### config.mk
export PLATFORM = sky130hd
export DESIGN_NAME = reg_write_arbiter_flat
export DESIGN_NICKNAME = d
export VERILOG_FILES = /design/src/rtl/reg_write_arbiter_if.sv /design/src/rtl/reg_write_arbiter.sv /design/src/flat_wrapper.sv
export SDC_FILE = /design/constraint.sdc
export NUM_CORES = 1
export LEC_CHECK = 0
export CORE_MARGIN = 2
export CORE_UTILIZATION = 31
export DETAILED_ROUTE_END_ITERATION = 8
export GPL_TIMING_DRIVEN = 0
export PLACE_DENSITY_LB_ADDON = 0.2
export SLEW_MARGIN = 15
export SYNTH_ARGS = -nofsm -noshare
export SYNTH_HDL_FRONTEND = slang
export SYNTH_SLANG_ARGS = --single-unit
### constraint.sdc
create_clock -name CLK -period 1.8 [get_ports CLK]
set_input_delay 0.36 -clock CLK [delete_from_list [all_inputs] [get_ports CLK]]
set_output_delay 0.36 -clock CLK [all_outputs]
set_load 0.1 [all_outputs]
### src/rtl/reg_write_arbiter_if.sv
// Requester/register-file bundle for reg_write_arbiter.
// The master modport is the requester/regfile side; the slave modport is the arbiter.
interface reg_write_arbiter_if;
    logic       REQ_A;
    logic [2:0] ADDR_A;
    logic [7:0] DATA_A;
    logic       ACK_A;
    logic       REQ_B;
    logic [2:0] ADDR_B;
    logic [7:0] DATA_B;
    logic       ACK_B;
    logic       REGF_WRITE;
    logic [2:0] REGF_INADDR;
    logic [7:0] REGF_IN;
    logic [2:0] RD_ADDR1;
    logic [2:0] RD_ADDR2;
    logic       STALL;

    modport master (
        output REQ_A, ADDR_A, DATA_A, REQ_B, ADDR_B, DATA_B, RD_ADDR1, RD_ADDR2,
        input  ACK_A, ACK_B, REGF_WRITE, REGF_INADDR, REGF_IN, STALL
    );
    modport slave (
        input  REQ_A, ADDR_A, DATA_A, REQ_B, ADDR_B, DATA_B, RD_ADDR1, RD_ADDR2,
        output ACK_A, ACK_B, REGF_WRITE, REGF_INADDR, REGF_IN, STALL
    );
endinterface

### src/rtl/reg_write_arbiter.sv
// Two-requester round-robin register-file write arbiter (ALU A, load unit B).
// Optional read-hazard STALL output is built only when REGARB_STALL_EN is defined.
module reg_write_arbiter (
    input  logic                CLK,
    input  logic                RESET,
    reg_write_arbiter_if.slave  bus
);
    typedef enum logic [1:0] {IDLE = 2'd0, WR_A = 2'd1, WR_B = 2'd2} state_t;

    state_t     state, state_nx;
    logic       last, last_nx;      // 0 = A granted last, 1 = B granted last
    logic [2:0] addr_q, addr_nx;
    logic [7:0] data_q, data_nx;
    logic       elig_a, elig_b;

    // A requester whose ACK is high this cycle is being served and cannot re-win.
    assign elig_a = bus.REQ_A & (state != WR_A);
    assign elig_b = bus.REQ_B & (state != WR_B);

    always_ff @(posedge CLK) begin
        if (RESET) begin
            state  <= IDLE;
            last   <= 1'b1;
            addr_q <= 3'd0;
            data_q <= 8'd0;
        end else begin
            state  <= state_nx;
            last   <= last_nx;
            addr_q <= addr_nx;
            data_q <= data_nx;
        end
    end

    always_comb begin
        state_nx = IDLE;
        last_nx  = last;
        addr_nx  = addr_q;
        data_nx  = data_q;
        if (elig_a && (!elig_b || last)) begin
            state_nx = WR_A;
            last_nx  = 1'b0;
            addr_nx  = bus.ADDR_A;
            data_nx  = bus.DATA_A;
        end else if (elig_b) begin
            state_nx = WR_B;
            last_nx  = 1'b1;
            addr_nx  = bus.ADDR_B;
            data_nx  = bus.DATA_B;
        end
    end

    assign bus.ACK_A       = (state == WR_A);
    assign bus.ACK_B       = (state == WR_B);
    assign bus.REGF_WRITE  = (state == WR_A) || (state == WR_B);
    assign bus.REGF_INADDR = addr_q;
    assign bus.REGF_IN     = data_q;

`ifdef REGARB_STALL_EN
    assign bus.STALL = bus.REGF_WRITE &&
                       ((bus.RD_ADDR1 == addr_q) || (bus.RD_ADDR2 == addr_q));
`else
    logic unused_rd;
    assign unused_rd = ^{bus.RD_ADDR1, bus.RD_ADDR2};
    assign bus.STALL = 1'b0;
`endif
endmodule

### src/flat_wrapper.sv
// flat-port wrapper written by rule: the top's interface ports become plain ports
module reg_write_arbiter_flat 
  (CLK, RESET, bus_REQ_A, bus_ADDR_A, bus_DATA_A, bus_REQ_B, bus_ADDR_B, bus_DATA_B, bus_RD_ADDR1, bus_RD_ADDR2, bus_ACK_A, bus_ACK_B, bus_REGF_WRITE, bus_REGF_INADDR, bus_REGF_IN, bus_STALL);
  reg_write_arbiter_if bus_i ();
  input  logic CLK;
  input  logic RESET;
  input wire logic [$bits(bus_i.REQ_A)-1:0] bus_REQ_A;
  input wire logic [$bits(bus_i.ADDR_A)-1:0] bus_ADDR_A;
  input wire logic [$bits(bus_i.DATA_A)-1:0] bus_DATA_A;
  input wire logic [$bits(bus_i.REQ_B)-1:0] bus_REQ_B;
  input wire logic [$bits(bus_i.ADDR_B)-1:0] bus_ADDR_B;
  input wire logic [$bits(bus_i.DATA_B)-1:0] bus_DATA_B;
  input wire logic [$bits(bus_i.RD_ADDR1)-1:0] bus_RD_ADDR1;
  input wire logic [$bits(bus_i.RD_ADDR2)-1:0] bus_RD_ADDR2;
  output wire logic [$bits(bus_i.ACK_A)-1:0] bus_ACK_A;
  output wire logic [$bits(bus_i.ACK_B)-1:0] bus_ACK_B;
  output wire logic [$bits(bus_i.REGF_WRITE)-1:0] bus_REGF_WRITE;
  output wire logic [$bits(bus_i.REGF_INADDR)-1:0] bus_REGF_INADDR;
  output wire logic [$bits(bus_i.REGF_IN)-1:0] bus_REGF_IN;
  output wire logic [$bits(bus_i.STALL)-1:0] bus_STALL;
  assign bus_i.REQ_A = bus_REQ_A;
  assign bus_i.ADDR_A = bus_ADDR_A;
  assign bus_i.DATA_A = bus_DATA_A;
  assign bus_i.REQ_B = bus_REQ_B;
  assign bus_i.ADDR_B = bus_ADDR_B;
  assign bus_i.DATA_B = bus_DATA_B;
  assign bus_i.RD_ADDR1 = bus_RD_ADDR1;
  assign bus_i.RD_ADDR2 = bus_RD_ADDR2;
  assign bus_ACK_A = bus_i.ACK_A;
  assign bus_ACK_B = bus_i.ACK_B;
  assign bus_REGF_WRITE = bus_i.REGF_WRITE;
  assign bus_REGF_INADDR = bus_i.REGF_INADDR;
  assign bus_REGF_IN = bus_i.REGF_IN;
  assign bus_STALL = bus_i.STALL;
  reg_write_arbiter u_core (.CLK(CLK), .RESET(RESET), .bus(bus_i));
endmodule
== Word-level counts from Yosys, hierarchy flattened ==
Index checks and enable logic that the tools add are counted.
Widths: inputs -> output; s select.

* Equal/unequal tests: 4
* Add/sub/neg operators: 0
* Reductions and logical operators: 6
* Multipliers: 0
* Bitwise operators: 2
* Order comparisons: 0
* Divide/modulo/power cells: 0
* Shifts and indexed selects: 0
* Muxes and demuxes: 8

{| class="wikitable"
|+ Operators with widths
! cell !! count
|-
| $mux 8 || 2
|-
| $mux 3 || 2
|-
| $mux 1 || 3
|-
| $and 1x1->1 || 2
|-
| $eq 2x1->1 const B || 1
|-
| $eq 2x2->1 const B || 1
|-
| $logic_or 1x1->1 || 2
|-
| $mux 2 || 1
|-
| $ne 2x1->1 const B || 1
|-
| $ne 2x2->1 const B || 1
|-
| $reduce_bool 2->1 || 1
|-
| $reduce_or 2->1 || 1
|-
| $logic_and 1x1->1 || 1
|-
| $logic_not 1->1 || 1
|}

* Word-level logic and storage cells: 25
* Memories kept: 0
* Bits in read-only memories: 0
* Bits in latches: 0
* Output and inout bits: 15
* Memory bits (writable): 0
* Input port bits: 32
* Flip-flop bits (word level): 14

== Longest topological paths before layout ==
* Depth after elaboration: 6
* Mapped depth: 6
* Depth with buffers taken out: 5

== Worst setup path before layout ==
No wires, ideal clock.

* Kind: register to register
* Start: reg u_core.state[1]
* End: reg u_core.addr_q[0], in the netlist u_core.bus.REGF_INADDR[0]
* Clock period less this slack: 2.078 ns
* Stages on the path, launching flop included: 7
* Slack: -0.278 ns
* Data arrival time: 1.938 ns
* Library setup time: 0.140 ns
* Cells stage by stage: dfxtp_1 > inv_1 > ha_1 > and2b_1 > buf_4 > a211oi_1 > nor4_2

* Word-level cells in the longest chain between the ends: 6

{| class="wikitable"
|+ RTL lines
! what !! line !! text
|-
| start, declared || reg_write_arbiter.sv:10 || <nowiki>state_t state, state_nx;</nowiki>
|-
| start signal, assigned || reg_write_arbiter.sv:27 || <nowiki>state <= state_nx;</nowiki>
|-
| $ne 2x2->1 || reg_write_arbiter.sv:18 || <nowiki>assign elig_b = bus.REQ_B & (state != WR_B);</nowiki>
|-
| $and 1x1->1 || reg_write_arbiter.sv:18 ||
|-
| $logic_not 1->1 || reg_write_arbiter.sv:39 || <nowiki>if (elig_a && (!elig_b || last)) begin</nowiki>
|-
| $logic_or 1x1->1 || reg_write_arbiter.sv:39 ||
|-
| $logic_and 1x1->1 || reg_write_arbiter.sv:39 ||
|-
| $mux 3 or $reduce_bool 2->1 (tied branches) || - ||
|-
| end signal, assigned || reg_write_arbiter.sv:29 || <nowiki>addr_q <= addr_nx;</nowiki>
|-
| end, declared || reg_write_arbiter.sv:12 || <nowiki>logic [2:0] addr_q, addr_nx;</nowiki>
|}

Several ways; a longest one is shown, not always the timed one.
A chain may end at the register's enable or synchronous reset.

== Worst setup path after layout ==
* Start: reg u_core.state[1]
* End: out bus_ACK_A

* Word-level cells in the longest chain between the ends: 1

{| class="wikitable"
|+ RTL lines
! what !! line !! text
|-
| $eq 2x1->1 || reg_write_arbiter.sv:52 || <nowiki>assign bus.ACK_A = (state == WR_A);</nowiki>
|-
| end, declared || flat_wrapper.sv:15 || <nowiki>output wire logic [$bits(bus_i.ACK_A)-1:0] bus_ACK_A;</nowiki>
|}

No other way between the ends.

==> results.cfg <==
[yosys]
asyncSetResetFlopFracSynth = 0
synthesis.nets = 115
post_synth.cell_area_avg_um2 = 9.330
synth-main-ff-cell = sky130_fd_sc_hd__dfxtp_1
synth-warning-count = 0
synth_edf_count = 0
mappedNetlistArea_um2 = 755.7
netlist.area_leader.share = 0.3709
syn-instance-count = 81
yosysSeqAreaShare = 0.3709
ys_ff_latch = 14
synth_area_leader_cell = sky130_fd_sc_hd__dfxtp_1
synth.top_cells.by_area = sky130_fd_sc_hd__dfxtp_1 (37%), sky130_fd_sc_hd__nor3_1 (15%), sky130_fd_sc_hd__nor4_2 (13%), sky130_fd_sc_hd__a211oi_1 (12%), sky130_fd_sc_hd__ha_1 (3.3%)
synth_cell_types = 17

[placed_design]
post-place-cells = 148
io_buffers = 39
dpl.hpwl_um = 1523
gp_weighted_congestion = 0.7205
place_area_mm2 = 0.001186
place_worst_setup_slack_ns = -0.3645

[grt]
pin_count_of_the_biggest_net_entering_global_routing = 11
track_usage = 0.1560
grt_pass1_vias = 755
gr-total-overflow = 0
number_of_antenna_violations_at_the_first_check_in_global_routing = 0
grt_pass1_wl_um = 3243

[clock_network]
cts_htree_levels = 1
tritoncts.num_buffers = 3
clock_pin_slew_on_the_worst_setup_and_hold_paths_ns = 0.09
clock_insertion_delay_worst_skew_ns = 0.28
cts.path.max_buffers = 2
hold_buf_count_cts = 0
clockRootBuffer = sky130_fd_sc_hd__clkbuf_4
clkSinkCount = 14
clock_tree_from_tritoncts = built

[timing]
final_setup_violations = 0
final_critical_path_setup_slack_ns = 0.07246
achievable-frequency_ghz = 0.5789
timing.slew.headroom = 0.6053
post-route-period-util = 0.9597
worst_clock_skew_ns = 0.0008064
fin_crit_ns = 1.728
timing.final.hold_violations = 0
rsz0062_at_grt = false
timing_worst_slew_pin_value_ns = 0.5920
final-max-slew-violation-count = 0

[min_path]
min_delay_worst_endpoint = u_core.bus.REGF_IN[3]
worst_hold_path_type = flip-flop to flip-flop
hold_path_depth = 2
hp-start = u_core.bus.REGF_IN[3]

[critical_path]
cp_top_family = buffers and inverters
worstRegToRegCells = 6
critical_path_peak_fanout = 3
reg2reg_setup_slack_ns = 0.33
slowest_delay_ns = 0.54
worst-endpoint-required_ns = 1.44
cp-start-kind = flip-flop
endpoint_kind = output pin
cp_slowest_cell = sky130_fd_sc_hd__clkdlybuf4s18_2
critical_path.reg2reg.endpoint = u_core.bus.REGF_INADDR[1]
cp_cell_sequence = inv_1 -> ha_2 -> clkdlybuf4s18_2
worst-endpoint-arrival_ns = 1.37
timing.rr.start = u_core.state[0]
critPathKind = flip-flop to output pin
worstPathBufferInverterCount = 2

[die]
floorplan.die.width_um = 53.38
core_area_mm2 = 0.002255
initial_core_utilization = 0.3352
floorplan.die_area_mm2 = 0.002849
floorplan.io_pins = 47
chip_height_um = 53.38
rows = 17

[final_layout]
diodes = 0
fin_cells = 152
final_design_area_no_fill_mm2 = 0.001229
final_nets = 159
final_core_utilization = 0.5450
area_overhead_vs_synth_pct = 62.58
layout-drive-gt1-share = 0.2984

[detailed_routing]
finalWirelength_um = 2077
antenna_left = 0
routed_via_density = 5.039
initialDrtViolationCount = 13
number_of_remaining_drc_errors = 0
via_count = 766
routed_wire_length_per_instance_um = 13.66
drtPass1Iterations = 4

[status]
run_status = finished clean

[run]
max_cap_violations = 0

[pwr]
ir_drop_mv = 0.4094
power_density_mw_per_mm2 = 873.7
p_leak_nw = 0.4362
## worst max-delay path by stage
stage | slack (ns) | endpoint | start | cells past startpoint
4_1_cts | 0.02 | bus_REGF_WRITE | u_core.state[0] | 4
3_5_place_dp | -0.36 | bus_REGF_WRITE | u_core.state[0] | 4
6_report | 0.07 | bus_ACK_A | u_core.state[1] | 3
2_1_floorplan | 0.02 | u_core.bus.REGF_INADDR[0] | u_core.state[1] | 6
5_1_grt | 0.009 | bus_ACK_A | u_core.state[1] | 3
3_3_place_gp | -0.36 | bus_REGF_WRITE | u_core.state[0] | 4
## cells by family after synthesis
kind of cell | share of synthesized area
compound gates | 0.1308
fa+ha+maj | 0.03311
buf+inv | 0.09105
flops | 0.3709
other cells | 0.004962
simple gates | 0.3692
## power breakdown
part           leakage (nW)  internal, mW  switching, mW
registers             0.117         0.341         0.0182
clock network        0.0210         0.123          0.105
logic                 0.298         0.147          0.339
total                 0.436         0.611          0.463
## worst register-to-register path, delay by kind of cell, from the launching register on
kind | cells | cell delay (ns)
AO/OA/AOI/OAI | 1 | 0.27
adder cells (fa/ha/maj) | 1 | 0.21
buffers and inverters | 2 | 0.24
flip-flops | 1 | 0.35
AND/OR/NAND/NOR | 2 | 0.27
## flip-flops by register name, summed over array words and instances, names as in the netlist
signal,count
u_core.bus.REGF_INADDR,3
u_core.bus.REGF_IN,8
u_core.state,2
u_core.last,1
## cell type report
class / instances / area (µm²)
Buffer: 9 / 57.56
Sequential cell: 14 / 280.3
Timing Repair Buffer: 39 / 396.6
Multi-Input combinational cell: 55 / 411.6
Fill cell: 238 / 1026
Clock buffer: 4 / 36.28
Tap cell: 28 / 35.03
Inverter: 3 / 11.26
## Yosys cell counts, drive strengths merged (2+ instances only)
master,number
buf,9
nand2b,2
nor4,11
ha,2
a211oi,12
inv,3
dfxtp,14
nor3,23
## timing repair
action	in CTS	in global routing
setup endpoints to repair	14	2
cloned	0	0
resized for setup	46	2
buffers inserted	0	0
pin swaps	0	0
## placed cells by master (no fill, tap or decap), drive strengths merged
| cell | n |
|---|---|
| clkdlybuf4s50 | 25 |
| nor3 | 23 |
| dfxtp | 14 |
| a211oi | 12 |
| clkdlybuf4s15 | 11 |
| nor4 | 11 |
| buf | 10 |
| clkbuf | 5 |
| inv | 3 |
| nand2b | 2 |
| ha | 2 |
| and2b | 1 |
| nor3b | 1 |
| nor2b | 1 |
| a211o | 1 |
| conb | 1 |
| clkdlybuf4s18 | 1 |
## routing by layer
layer	GRT usage	up-vias	wire length, µm
li1	-	388	-
met1	0.1902	350	926
met2	0.2613	24	977
met3	0.03390	4	144
met4	0.06410	0	27
met5	0	-	0
## per-stage QoR
stage | setup TNS [ns] | hold WS (ns) | total power, mW
final | 0 | 0.5602 | 1.073
after global routing | 0 | 0.5913 | 1.125
after CTS | 0 | 0.5728 | 1.086
after detailed placement | -0.9357 | 0.5511 | 0.8641
after global placement | -0.8609 | 0.5277 | 0.8623
after floorplan | 0 | 0.4310 | 0.7221
(Power assumes the default switching activity.)
